### src/rtl/cond_exec_ctrl_if.sv
`default_nettype none
// ============================================================================
//  Module      : cond_exec_ctrl_if
//  Description : Bundle of decode-stage, ALU-flag and pipeline-control signals
//                exchanged between the pipeline and the conditional-execution
//                controller.
//                master : pipeline side (drives ID fields, stall, ALU flags)
//                slave  : controller side (drives exec qualification, flush,
//                         architectural flags and squash statistics)
//  Ports       : stall, id_valid, id_cond[3:0], id_s, id_branch,
//                alu_nzcv[3:0]                         (master -> slave)
//                id_exec, exe_valid, exe_s, flush, sr[3:0],
//                squash_cnt[15:0]                      (slave -> master)
//  Revision    : 1.0  initial release
// ============================================================================
interface cond_exec_ctrl_if;
    logic        stall;
    logic        id_valid;
    logic [3:0]  id_cond;
    logic        id_s;
    logic        id_branch;
    logic [3:0]  alu_nzcv;

    logic        id_exec;
    logic        exe_valid;
    logic        exe_s;
    logic        flush;
    logic [3:0]  sr;
    logic [15:0] squash_cnt;

    modport master (
        output stall, id_valid, id_cond, id_s, id_branch, alu_nzcv,
        input  id_exec, exe_valid, exe_s, flush, sr, squash_cnt
    );

    modport slave (
        input  stall, id_valid, id_cond, id_s, id_branch, alu_nzcv,
        output id_exec, exe_valid, exe_s, flush, sr, squash_cnt
    );
endinterface
`default_nettype wire

### src/rtl/cond_exec_ctrl.sv
`default_nettype none
// ============================================================================
//  Module      : cond_exec_ctrl
//  Description : Conditional-execution controller. Holds the architectural
//                NZCV register, evaluates the decode-stage condition field
//                against forwarded flags, qualifies the ID->EXE advance,
//                counts condition-failed instructions and sequences the
//                front-end flush that follows a taken branch.
//  Ports       : clk  - clock, rising edge
//                rst  - asynchronous reset, active low
//                bus  - cond_exec_ctrl_if.slave (pipeline handshake/flags)
//  Parameters  : FLUSH_CYCLES - flush pulse length after a taken branch (1..7)
//  Revision    : 1.0  initial release
// ============================================================================
module cond_exec_ctrl #(
    parameter int FLUSH_CYCLES = 2
) (
    input  wire logic         clk,
    input  wire logic         rst,
    cond_exec_ctrl_if.slave   bus
);

    localparam logic [2:0]  c_flush_init = 3'(FLUSH_CYCLES);
    localparam logic [15:0] c_sq_max     = 16'hFFFF;

    typedef enum logic [0:0] {
        ST_IDLE  = 1'b0,
        ST_FLUSH = 1'b1
    } state_t;

    state_t      state_q, state_d;
    logic [2:0]  cnt_q, cnt_d;
    logic [3:0]  sr_q, sr_d;
    logic        exe_valid_q, exe_valid_d;
    logic        exe_s_q, exe_s_d;
    logic [15:0] squash_cnt_q, squash_cnt_d;

    logic [3:0]  w_eff;
    logic        w_n, w_z, w_c, w_v;
    logic        w_pass;
    logic        w_flush;
    logic        w_id_exec;

    // The instruction sitting in EXE has not committed its flags yet; when it
    // is a flag setter its ALU result is the one ID must see this cycle.
    assign w_eff = (exe_valid_q && exe_s_q) ? bus.alu_nzcv : sr_q;
    assign w_n   = w_eff[3];
    assign w_z   = w_eff[2];
    assign w_c   = w_eff[1];
    assign w_v   = w_eff[0];

    always_comb begin
        w_pass = 1'b0;
        case (bus.id_cond)
            4'd0:    w_pass = w_z;
            4'd1:    w_pass = !w_z;
            4'd2:    w_pass = w_c;
            4'd3:    w_pass = !w_c;
            4'd4:    w_pass = w_n;
            4'd5:    w_pass = !w_n;
            4'd6:    w_pass = w_v;
            4'd7:    w_pass = !w_v;
            4'd8:    w_pass = w_c && !w_z;
            4'd9:    w_pass = !w_c || w_z;
            4'd10:   w_pass = (w_n == w_v);
            4'd11:   w_pass = (w_n != w_v);
            4'd12:   w_pass = !w_z && (w_n == w_v);
            4'd13:   w_pass = w_z || (w_n != w_v);
            4'd14:   w_pass = 1'b1;
            default: w_pass = 1'b0;
        endcase
    end

    assign w_flush   = (state_q == ST_FLUSH);
    assign w_id_exec = bus.id_valid && !w_flush && w_pass;

    always_comb begin
        state_d      = state_q;
        cnt_d        = cnt_q;
        sr_d         = sr_q;
        exe_valid_d  = exe_valid_q;
        exe_s_d      = exe_s_q;
        squash_cnt_d = squash_cnt_q;

        if (!bus.stall) begin
            exe_valid_d = w_id_exec;
            exe_s_d     = w_id_exec && bus.id_s;

            // Commit on the same edge as the advance, so a following flag
            // setter entering EXE never races the committing one.
            if (exe_valid_q && exe_s_q) begin
                sr_d = bus.alu_nzcv;
            end

            // Instructions squashed by a flush are not condition failures.
            if (bus.id_valid && !w_flush && !w_pass && (squash_cnt_q != c_sq_max)) begin
                squash_cnt_d = squash_cnt_q + 16'd1;
            end

            case (state_q)
                ST_IDLE: begin
                    if (w_id_exec && bus.id_branch) begin
                        state_d = ST_FLUSH;
                        cnt_d   = c_flush_init;
                    end
                end
                ST_FLUSH: begin
                    cnt_d = cnt_q - 3'd1;
                    if (cnt_q == 3'd1) begin
                        state_d = ST_IDLE;
                    end
                end
                default: begin
                    state_d = ST_IDLE;
                    cnt_d   = 3'd0;
                end
            endcase
        end
    end

    always_ff @(posedge clk or negedge rst) begin
        if (!rst) begin
            state_q      <= ST_IDLE;
            cnt_q        <= 3'd0;
            sr_q         <= 4'd0;
            exe_valid_q  <= 1'b0;
            exe_s_q      <= 1'b0;
            squash_cnt_q <= 16'd0;
        end else begin
            state_q      <= state_d;
            cnt_q        <= cnt_d;
            sr_q         <= sr_d;
            exe_valid_q  <= exe_valid_d;
            exe_s_q      <= exe_s_d;
            squash_cnt_q <= squash_cnt_d;
        end
    end

    assign bus.id_exec    = w_id_exec;
    assign bus.exe_valid  = exe_valid_q;
    assign bus.exe_s      = exe_s_q;
    assign bus.flush      = w_flush;
    assign bus.sr         = sr_q;
    assign bus.squash_cnt = squash_cnt_q;

endmodule
`default_nettype wire

### src/flat_wrapper.sv
// flat-port wrapper written by rule: the top's interface ports become plain ports
module cond_exec_ctrl_flat 
#(
    parameter int FLUSH_CYCLES = 2
)
  (clk, rst, bus_stall, bus_id_valid, bus_id_cond, bus_id_s, bus_id_branch, bus_alu_nzcv, bus_id_exec, bus_exe_valid, bus_exe_s, bus_flush, bus_sr, bus_squash_cnt);
  cond_exec_ctrl_if bus_i ();
  input  wire logic clk;
  input  wire logic rst;
  input wire logic [$bits(bus_i.stall)-1:0] bus_stall;
  input wire logic [$bits(bus_i.id_valid)-1:0] bus_id_valid;
  input wire logic [$bits(bus_i.id_cond)-1:0] bus_id_cond;
  input wire logic [$bits(bus_i.id_s)-1:0] bus_id_s;
  input wire logic [$bits(bus_i.id_branch)-1:0] bus_id_branch;
  input wire logic [$bits(bus_i.alu_nzcv)-1:0] bus_alu_nzcv;
  output wire logic [$bits(bus_i.id_exec)-1:0] bus_id_exec;
  output wire logic [$bits(bus_i.exe_valid)-1:0] bus_exe_valid;
  output wire logic [$bits(bus_i.exe_s)-1:0] bus_exe_s;
  output wire logic [$bits(bus_i.flush)-1:0] bus_flush;
  output wire logic [$bits(bus_i.sr)-1:0] bus_sr;
  output wire logic [$bits(bus_i.squash_cnt)-1:0] bus_squash_cnt;
  assign bus_i.stall = bus_stall;
  assign bus_i.id_valid = bus_id_valid;
  assign bus_i.id_cond = bus_id_cond;
  assign bus_i.id_s = bus_id_s;
  assign bus_i.id_branch = bus_id_branch;
  assign bus_i.alu_nzcv = bus_alu_nzcv;
  assign bus_id_exec = bus_i.id_exec;
  assign bus_exe_valid = bus_i.exe_valid;
  assign bus_exe_s = bus_i.exe_s;
  assign bus_flush = bus_i.flush;
  assign bus_sr = bus_i.sr;
  assign bus_squash_cnt = bus_i.squash_cnt;
  cond_exec_ctrl #(.FLUSH_CYCLES(FLUSH_CYCLES)) u_core (.clk(clk), .rst(rst), .bus(bus_i));
endmodule
### config.mk
export PLATFORM = sky130hd
export DESIGN_NAME = cond_exec_ctrl_flat
export DESIGN_NICKNAME = d
export VERILOG_FILES = /design/src/rtl/cond_exec_ctrl_if.sv /design/src/rtl/cond_exec_ctrl.sv /design/src/flat_wrapper.sv
export SDC_FILE = /design/constraint.sdc
export NUM_CORES = 1
export LEC_CHECK = 0
export CAP_MARGIN = 40
export CORE_MARGIN = 2
export CORE_UTILIZATION = 49
export CTS_CLUSTER_DIAMETER = 30
export DETAILED_ROUTE_END_ITERATION = 8
export PLACE_DENSITY = 0.85
export SETUP_SLACK_MARGIN = 0.15
export SYNTH_ARGS = -nofsm -noshare
export SYNTH_HDL_FRONTEND = slang
export SYNTH_SLANG_ARGS = --single-unit
### constraint.sdc
create_clock -name clk -period 2.6 [get_ports clk]
set_input_delay 0.52 -clock clk [delete_from_list [all_inputs] [get_ports clk]]
set_output_delay 0.52 -clock clk [all_outputs]
set_load 0.02 [all_outputs]
Word-level counts from Yosys, hierarchy flattened --
Index checks and enable logic that the tools add are counted.
Word-level totals: word-level logic and storage cells 56, output and inout bits 24, input port bits 14, register bits 26
Cells by class: equality and inequality tests 19, reductions and logical operators 20, bitwise gates (word level) 2, add/subtract/negate cells 2, multiplexer cells 7
Operators with widths (count):
- 4-bit == test, second input constant | 7
- 16-bit by 1-bit adder with 16-bit output, second input constant | 1
- 4-bit by 3-bit == test with 1-bit output, second input constant | 4
- 16-bit != test, second input constant | 1
- 1-bit one-hot mux with 15 select lines | 1
- 1-bit logical AND | 9
- 4-bit by 2-bit == test with 1-bit output, second input constant | 2
- 1-bit logical NOT | 6
- 3-bit one-hot mux with 2 select lines | 1
- 4-bit by 1-bit == test with 1-bit output, second input constant | 1
- 4-bit logical NOT | 1
- 4-bit two-way mux | 1
- 2-bit AND reduction | 2
- 3-bit by 1-bit == test with 1-bit output, second input constant | 1
- 3-bit two-way mux | 1
- 3-bit by 1-bit subtractor with 3-bit output, second input constant | 1
- 1-bit logical OR | 2
- 1-bit two-way mux | 2
- 2-bit by 1-bit != test with 1-bit output, second input constant | 1
- 1-bit inverter | 2
- 1-bit one-hot mux with 2 select lines | 1
- 1-bit == test | 1
- 1-bit != test | 1

Depth between registers and ports, before layout --
Gate-level depths: netlist of run 1.
depth after elaboration 9, gate-level depth with buffers 9, gate-level depth less buffers 8

Worst setup path before layout of run 1 --
No wires, ideal clock.
path type in2out, start in bus_id_cond[0], end out bus_id_exec, path buffers 2, stages on the path 8, setup slack 87 ps, arrival time 1993 ps, data required time 2080 ps, path through clkbuf_1 -> nand2b_1 -> a2111oi_0 -> a211o_1 -> o22ai_2 -> o221ai_2 -> buf_2 -> and3b_1
On the way: word-level cells in the longest chain between the ends 3, elaborated cells on any way between the ends 17, classes of those cells 14 x eq/ne; 1 x mux; 2 x reduce/logical
RTL lines:
- from (decl) | line flat_wrapper.sv:12 | input wire logic [$bits(bus_i.id_cond)-1:0] bus_id_cond;
- 4-bit == test, or another cell as far along | line cond_exec_ctrl.sv:54 | case (bus.id_cond)
- 1-bit one-hot mux with 15 select lines (*) | line cond_exec_ctrl.sv:54
- 1-bit logical AND (*) | line cond_exec_ctrl.sv:75 | assign w_id_exec = bus.id_valid && !w_flush && w_pass;
- to (decl) | line flat_wrapper.sv:16 | output wire logic [$bits(bus_i.id_exec)-1:0] bus_id_exec;
Every way passes the cells marked *; elsewhere a longest branch is shown, timed or not.

Worst setup path after layout of run 1 --
start reg u_core.exe_valid_q (netlist: u_core.bus.exe_valid), end out bus_id_exec
On the way: word-level cells in the longest chain between the ends 6, elaborated cells on any way between the ends 14, classes of those cells 2 x eq/ne; 2 x mux; 10 x reduce/logical
RTL lines:
- from (decl) | line cond_exec_ctrl.sv:34 | logic exe_valid_q, exe_valid_d;
- from (signal assigned) | line cond_exec_ctrl.sv:133 | exe_valid_q <= exe_valid_d;
- 1-bit logical AND (*) | line cond_exec_ctrl.sv:46 | assign w_eff = (exe_valid_q && exe_s_q) ? bus.alu_nzcv : sr_q;
- 4-bit two-way mux (*) | line cond_exec_ctrl.sv:46
- 1-bit != test, or another cell as far along | line cond_exec_ctrl.sv:66, cond_exec_ctrl.sv:68
- 1-bit logical OR, or another cell as far along | line cond_exec_ctrl.sv:68 | 4'd13: w_pass = w_z || (w_n != w_v);
- 1-bit one-hot mux with 15 select lines (*) | line cond_exec_ctrl.sv:54
- 1-bit logical AND (*) | line cond_exec_ctrl.sv:75
Marked as above.

==> results of run 1 <==
-- synthesized netlist by cell type, types with 2 or more instances --
cell type	count	area, um2
dfrtp_1	26	651
xor2_1	16	140
nand2_1	14	52.6
nor3_1	9	45.0
nor2_1	8	30.0
inv_1	7	26.3
nand3_1	7	35.0
and3_1	5	31.3
nor4_2	5	62.6
mux2_2	4	45.0
xnor2_1	4	35.0
ha_1	3	37.5
buf_2	2	10.0
clkbuf_1	2	7.51
mux2i_1	2	20.0
nand2b_1	2	12.5
nand4_1	2	12.5
o21ai_0	2	10.0
-- how the worst min path moves through the flow --
stage	from	endpoint	slack, ns
2_1_floorplan	rst	u_core.bus.exe_s	0.22
3_3_place_gp	u_core.bus.squash_cnt[9]	u_core.bus.squash_cnt[9]	0.48
3_5_place_dp	u_core.bus.squash_cnt[9]	u_core.bus.squash_cnt[9]	0.49
4_1_cts	u_core.bus.squash_cnt[9]	u_core.bus.squash_cnt[9]	0.51
5_1_grt	u_core.bus.squash_cnt[6]	u_core.bus.squash_cnt[6]	0.54
6_report	u_core.bus.squash_cnt[9]	u_core.bus.squash_cnt[9]	0.50
-- cells by family (layout without fill, tap and decap cells) --
group                    count (synthesis)  count (layout)  share of synthesized area [%]
multiplexers                             8               8                           6.48
flip-flops                              26              26                           42.7
AND/OR/NAND/NOR                         60              60                           23.3
adder cells (fa/ha/maj)                  3               3                           2.46
buffers and inverters                   14              72                           4.10
XOR/XNOR                                20              20                           11.5
AO/OA/AOI/OAI                           18              18                           9.52
-- per-stage QoR --
step | util (%) | total power [uW] | instances
2_1_floorplan | - | 1010 | 149
3_3_place_gp | 68.3 | 1290 | 232
3_5_place_dp | 68.3 | 1320 | 232
4_1_cts | 72.1 | 1660 | 239
5_1_grt | 76.8 | 1850 | 240
6_report | 76.8 | 1750 | 240
-- worst register-to-register path: cells and delay by family, from the launching register on --
kind	cells	cell delay, ns
muxes	1	0.30
buffers and inverters	4	0.56
xor gates and xnor gates	2	0.35
AOI/OAI and AO/OA	2	0.23
DFF	1	0.48
and+or+nand+nor	2	0.44
-- sequential cells by signal (all words and copies together), names as in the netlist --
| register | flops |
|---|---|
| u_core.bus.exe_s | 1 |
| u_core.bus.sr | 4 |
| u_core.bus.flush | 1 |
| u_core.bus.exe_valid | 1 |
| u_core.bus.squash_cnt | 16 |
| u_core.cnt_q | 3 |
-- repair_timing --
item / 4_1_cts / 5_1_grt
setup buffers: 3 / 1
hold endpoints to repair: 0 / 0
cloned: 0 / 0
pin swaps: 6 / 13
endpoints found under the setup margin: 7 / 13
resized for setup: 25 / 23
-- final cells by class --
class	count	area [um2]	share of cell area [%]
flip-flops and latches	26	653	28.3
repair buffers	60	552	23.9
clock buffers	3	22.5	0.977
well taps	33	41.3	1.79
inverters	8	30.0	1.30
multi-input cells	109	977	42.4
clock inverters	1	30.0	1.30
-- power groups by stage --
stage | registers [uW] | clock network, uW | logic [uW]
floorplan | 678 | 0 | 336
global placement | 591 | 0 | 699
detailed placement | 601 | 0 | 719
CTS | 598 | 285 | 774
global route | 615 | 305 | 934
finish | 603 | 289 | 861
-- metal layers --
layer / GRT usage (%) / vias up / part of all wire, %
li1: - / 644 / -
met5: 0 / - / 0
met4: 6.67 / 0 / 1.5
met2: 39.3 / 57 / 52
met1: 27.8 / 663 / 41
met3: 2.38 / 7 / 5.4
==> impl_summary.log, run 1 <==
[metrics] power density of the placed cells: 760 nW/um2
[metrics] count of input and output buffers: 37
[metrics] DRT Wirelength: 4.02 mm
[metrics] Reg2Reg Setup Slack: 0.18 ns
[metrics] maximum clock frequency: 378 MHz
[metrics] failing checks: negative setup slack
[metrics] total setup violations reported at the end of the flow: 1
[metrics] Gate Count Post-Synth: 149
[metrics] Async SR Flop Fraction: 100%
[metrics] initial antenna violation count: 0
[metrics] post-placement cell area: 2050 um2
[metrics] First-pass DRT Iterations: 5
[metrics] internal power of the cells: 1080 uW
[metrics] launch point of the critical path: u_core.bus.exe_valid
[metrics] via count of the first global-routing pass: 1350
[metrics] count of cells along the worst register-to-register path: 11
[metrics] Critical Path End: bus_id_exec
[metrics] commonest non-fill, non-tap cell in the layout: clkdlybuf4s50_1
[metrics] pre-CTS worst setup slack: -0.647 ns
[metrics] deepest level of the CTS H-tree: 1
[metrics] most used flip-flop cell after synthesis: dfrtp_1
[metrics] pin count of the biggest net entering global routing: 27
[metrics] reported leakage power: 0.00109 uW
[metrics] Routability Congestion: 0.950
[metrics] relative max-transition margin: 68.9%
[metrics] area growth from synthesis to layout: 51.2%
[metrics] Residual DRC: 0
[metrics] post-route ant nets: 0
[metrics] share of power burned in combinational logic: 49.1%
[metrics] Die H: 59.8 um
[metrics] WP depth: 8
[metrics] final slew viol count: 0
[metrics] critical path fanouts, max: 6
[metrics] Max Root-Sink Buffers: 2
[metrics] detailed-route via count: 1371
[metrics] origin of the critical flop-to-flop path: u_core.bus.exe_valid
[metrics] switching power as a share of total power: 38.1%
[metrics] root cell of the clock tree: clkbuf_4
[metrics] most used cells in the layout excluding fill and tap cells: clkdlybuf4s50_1, dfrtp_1, buf_4
[metrics] Detailed Place HPWL: 2.64 mm
[metrics] cell family with most CP delay: flip-flops
[metrics] worst hold slack across all endpoints: 0.505 ns
[metrics] Crit Path Class: reg -> out
[metrics] Initial Utilization: 50.8%
[metrics] required time at the endpoint of the critical path: 2.08 ns
[metrics] filler cell count: 191
[metrics] ratio of routed vias to standard cells: 5.71
[metrics] post-route design area: 2310 um2
[metrics] final global-route overflow total: 0
[metrics] number of rows in the core area: 20
[metrics] clock period minus final worst setup slack: 2.65 ns
[metrics] count of state elements after synthesis: 26
[metrics] instance count along the most critical hold path: 1
[metrics] maximum clock skew at final layout: 0.00266 ns
[metrics] delay of the slowest critical-path stage: 0.48 ns
[metrics] Yosys cell types: 47
[metrics] cts bufs inserted: 3
[metrics] Net Count, Synth: 166
[metrics] setup repair after global routing missed its margin: yes
[metrics] part of the cycle the worst path needs: 102%
[metrics] gr usage total: 22.0%
[metrics] element type at the critical path end: primary output
[metrics] capturing point of the worst reg2reg path: u_core.bus.squash_cnt[9]
[metrics] mean instance size in the synthesized netlist: 10.2 um2
[metrics] total die area: 3570 um2
[metrics] clk_lat worst skew: 0.34 ns
[metrics] run status: finished, violations left
[metrics] number of placed I/O pins: 38
[metrics] initial DRC count: 89
[metrics] post-route setup slack: -0.0450 ns
[metrics] final net count: 225
[metrics] series of cell instances along the critical path: nand2_4 -> buf_6 -> mux4_2 -> xor2_1 -> o22ai_2 -> o221ai_2 -> and3b_1 -> buf_6
[metrics] proportion of power drawn by flip-flops and latches: 34.4%
[metrics] path type of the worst min-delay path: reg -> reg
[metrics] count of synthesis-stage warnings from yosys: 0
[metrics] antenna diode count: 0
[metrics] number of buffers and inverters on the critical path: 2
[metrics] clock tree from TritonCTS: yes
[metrics] post-detailed-route wirelength per cell: 16.8 um
[metrics] register clock-pin slew on the reported worst setup and hold paths: 0.15 ns
[metrics] Slowest cell on crit path: dfrtp_2
[metrics] post-synthesis instance area: 1530 um2
[metrics] worst supply voltage drop on vdd: 486 uV
[metrics] dominant cell type by count on the critical path: buf_6
[metrics] count of clock tree sinks: 26
[metrics] Hold Violations, Final: 0
[metrics] Worst Path Arrival: 2.13 ns
[metrics] Hold-fix buffers, CTS: 0
[metrics] die span in x: 59.8 um
[metrics] share of cells above drive strength 1: 30.0%
[metrics] number of flops mapped to enable cells by yosys: 0
[metrics] power spent charging and discharging nets: 668 uW
[metrics] sequential cell area fraction in the yosys report: 42.7%
[metrics] setup tns final: -0.0450 ns
[metrics] core region area: 3000 um2
[metrics] total of max-cap violations: 0
[metrics] clock network fraction of total power: 16.5%
[metrics] worst-margin pin slew: 0.466 ns
[metrics] startpoint kind of the worst setup timing path: register
[metrics] first-pass GRT wire length: 5.97 mm
Note: power is estimated with default switching activity, not from simulation.
==> run 2: changes to the inputs <==
Settings changed: GPL_TIMING_DRIVEN set to 0.
==> run 2 against run 1 <==
The run still ends with negative setup slack left. Largest cell class unchanged. Critical path type unchanged. Non-clock buffer count is 12 lower. Clock skew is 0.0040 ns higher. Largest power group unchanged. Combinational power is 11% lower.
==> impl_summary.log, run 2 (synthesis gave the netlist of run 1 again) <==
[metrics] series of cell instances along the critical path: nand2_4 -> mux2i_4 -> a31oi_1 -> mux2i_1 -> o221ai_2 -> buf_6 -> and3b_1 -> buf_6
[metrics] deepest level of the CTS H-tree: 1 (unchanged)
[metrics] count of clock tree sinks: 26 (unchanged)
[metrics] area growth from synthesis to layout: 36.3%
[metrics] root cell of the clock tree: clkbuf_4
[metrics] DRT Wirelength: 3.47 mm (-14%)
[metrics] internal power of the cells: 966 uW (-11%)
[metrics] count of cells along the worst register-to-register path: 9 (-2)
[metrics] total of max-cap violations: 0 (unchanged)
[metrics] maximum clock frequency: 368 MHz (-2.6%)
[metrics] post-detailed-route wirelength per cell: 15.2 um (-9.4%)
[metrics] final net count: 213 (-5.3%)
[metrics] gr usage total: 21.3% (-0.67 points)
[metrics] antenna diode count: 0 (unchanged)
[metrics] worst hold slack across all endpoints: 0.502 ns (-0.00226 ns)
[metrics] Worst Path Arrival: 2.20 ns (+0.07 ns)
[metrics] Crit Path Class: reg -> out
[metrics] run status: finished, violations left
[metrics] worst supply voltage drop on vdd: 504 uV (+3.8%)
[metrics] share of power burned in combinational logic: 48.4% (-0.7 points)
[metrics] power density of the placed cells: 759 nW/um2 (-0.11%)
[metrics] initial DRC count: 86 (-3.4%)
[metrics] total setup violations reported at the end of the flow: 1 (unchanged)
[metrics] detailed-route via count: 1316 (-4.0%)
[metrics] reported leakage power: 0.000978 uW (-9.8%)
[metrics] clock tree from TritonCTS: yes
[metrics] final global-route overflow total: 0 (unchanged)
[metrics] required time at the endpoint of the critical path: 2.08 ns (about the same)
[metrics] startpoint kind of the worst setup timing path: register
[metrics] Hold Violations, Final: 0 (unchanged)
[metrics] commonest non-fill, non-tap cell in the layout: clkdlybuf4s50_1
[metrics] path type of the worst min-delay path: reg -> reg
[metrics] failing checks: negative setup slack
[metrics] number of rows in the core area: 20 (unchanged)
[metrics] core region area: 3000 um2 (unchanged)
[metrics] element type at the critical path end: primary output
[metrics] proportion of power drawn by flip-flops and latches: 38.7% (+4.3 points)
[metrics] Routability Congestion: 0.921 (-3.0%)
[metrics] total power: 1580 uW (-9.9%)
[metrics] worst-margin pin slew: 0.655 ns (+0.189 ns)
[metrics] number of placed I/O pins: 38 (unchanged)
[metrics] final slew viol count: 0 (unchanged)
[metrics] switching power as a share of total power: 38.8% (+0.73 points)
[metrics] delay of the slowest critical-path stage: 0.47 ns (about the same)
[metrics] Slowest cell on crit path: dfrtp_2
[metrics] Initial Utilization: 50.8% (unchanged)
[metrics] Residual DRC: 0 (unchanged)
[metrics] setup repair after global routing missed its margin: yes
[metrics] post-route ant nets: 0 (unchanged)
[metrics] first-pass GRT wire length: 5.87 mm (-1.7%)
[metrics] dominant cell type by count on the critical path: buf_6
[metrics] maximum clock skew at final layout: 0.00662 ns (+0.00396 ns)
[metrics] instance count along the most critical hold path: 1 (unchanged)
[metrics] Max Root-Sink Buffers: 2 (unchanged)
[metrics] setup tns final: -0.116 ns (-0.0711 ns)
[metrics] die span in x: 59.8 um (unchanged)
[metrics] critical path fanouts, max: 8 (+2)
[metrics] number of flip-flops in the largest register: 16 (unchanged)
[metrics] post-route insts no fill: 228 (-5.0%)
[metrics] Die H: 59.8 um (unchanged)
[metrics] clk_lat worst skew: 0.32 ns (-0.02 ns)
[metrics] count of input and output buffers: 34 (-8.1%)
[metrics] First-pass DRT Iterations: 4 (-1)
[metrics] cts bufs inserted: 3 (unchanged)
[metrics] ratio of routed vias to standard cells: 5.77 (+1.0%)
[metrics] number of cells in the design after placement: 217 (-6.5%)
[metrics] initial antenna violation count: 0 (unchanged)
[metrics] post-route setup slack: -0.116 ns (-0.0711 ns)
[metrics] Detailed Place HPWL: 2.43 mm (-7.9%)
[metrics] total die area: 3570 um2 (unchanged)
[metrics] register clock-pin slew on the reported worst setup and hold paths: 0.13 ns (-0.02 ns)
[metrics] clock period minus final worst setup slack: 2.72 ns (+0.0711 ns)
[metrics] Hold-fix buffers, CTS: 0 (unchanged)
[metrics] via count of the first global-routing pass: 1356 (+0.44%)
[metrics] clock network fraction of total power: 12.9% (-3.6 points)
[metrics] pin count of the biggest net entering global routing: 19 (-30%)
[metrics] power spent charging and discharging nets: 613 uW (-8.2%)
[metrics] relative max-transition margin: 56.2% (-13 points)
[metrics] part of the cycle the worst path needs: 104% (+2.7 points)
[metrics] most used cells in the layout excluding fill and tap cells: clkdlybuf4s50_1, dfrtp_1, xor2_1
[metrics] pre-CTS worst setup slack: -1.03 ns (-0.387 ns)
[metrics] share of cells above drive strength 1: 21.0% (-8.9 points)
run 2: cell types whose count changed in the layout (fill, tap and decap cells not counted), sizes merged:
| cell | previous run | this run |
|---|---|---|
| clkbuf | 3 | 7 |
| clkdlybuf4s50 | 28 | 27 |
| dlygate4sd2 | 7 | 5 |
| buf | 24 | 13 |
| clkdlybuf4s15 | 1 | 0 |
| bufinv | 1 | 0 |
run 2: worst max-delay path, delay by kind of cell, from the launching register on:
family | cells | cell delay (ns)
mux | 2 | 0.50
simple gates | 2 | 0.28
compound gates | 2 | 0.38
flops | 1 | 0.47
buf+inv | 2 | 0.26
run 2: final timing paths:
check | start | endpoint | slack [ns]
worst max register to register | u_core.bus.exe_valid | u_core.bus.squash_cnt[1] | 0.22
worst max-delay path | u_core.bus.exe_valid | bus_id_exec | -0.12
worst min-delay path | u_core.bus.squash_cnt[9] | u_core.bus.squash_cnt[9] | 0.50
min in group asynchronous | rst | u_core.bus.squash_cnt[15] | 0.52
max in group asynchronous | rst | u_core.bus.exe_valid | 1.61
worst min register to register | u_core.bus.squash_cnt[9] | u_core.bus.squash_cnt[9] | 0.50
run 2: final cells by class:
type                    instances  area, um2
plain buffers                   6       42.5
fillers                       216        923
repair buffers                 42        410
clock buffers                   4       36.3
multi-input cells             109        866
flip-flops and latches         26        653
inverters                       8       30.0
well taps                      33       41.3
run 2: power groups by stage:
stage / logic [uW] / registers [uW] / clock network, uW
finish: 764 / 610 / 204
global route: 828 / 628 / 222
CTS: 750 / 610 / 206
detailed placement: 680 / 611 / 0
global placement: 647 / 600 / 0
floorplan: 336 / 678 / 0
run 2: repair_timing:
action                     4_1_cts  5_1_grt
setup endpoints to repair       10        6
pin swaps                        6        0
setup buffers                    5        2
resized for setup               27        3
run 2: per-stage QoR:
| stage | utilization [%] | instance area, um2 |
|---|---|---|
| 2_1_floorplan | - | 1530 |
| 3_3_place_gp | 63.6 | 1910 |
| 3_5_place_dp | 64.5 | 1940 |
| 4_1_cts | 68.6 | 2060 |
| 5_1_grt | 69.3 | 2080 |
| 6_report | 69.3 | 2080 |
run 2: routing by layer:
metal	vias to the layer above	global-route usage, %	share of wire [%]
met5	-	0	0
met4	0	6.35	0.72
met3	6	2.38	5.7
met2	52	36.2	51
met1	635	28.7	42
li1	623	-	-
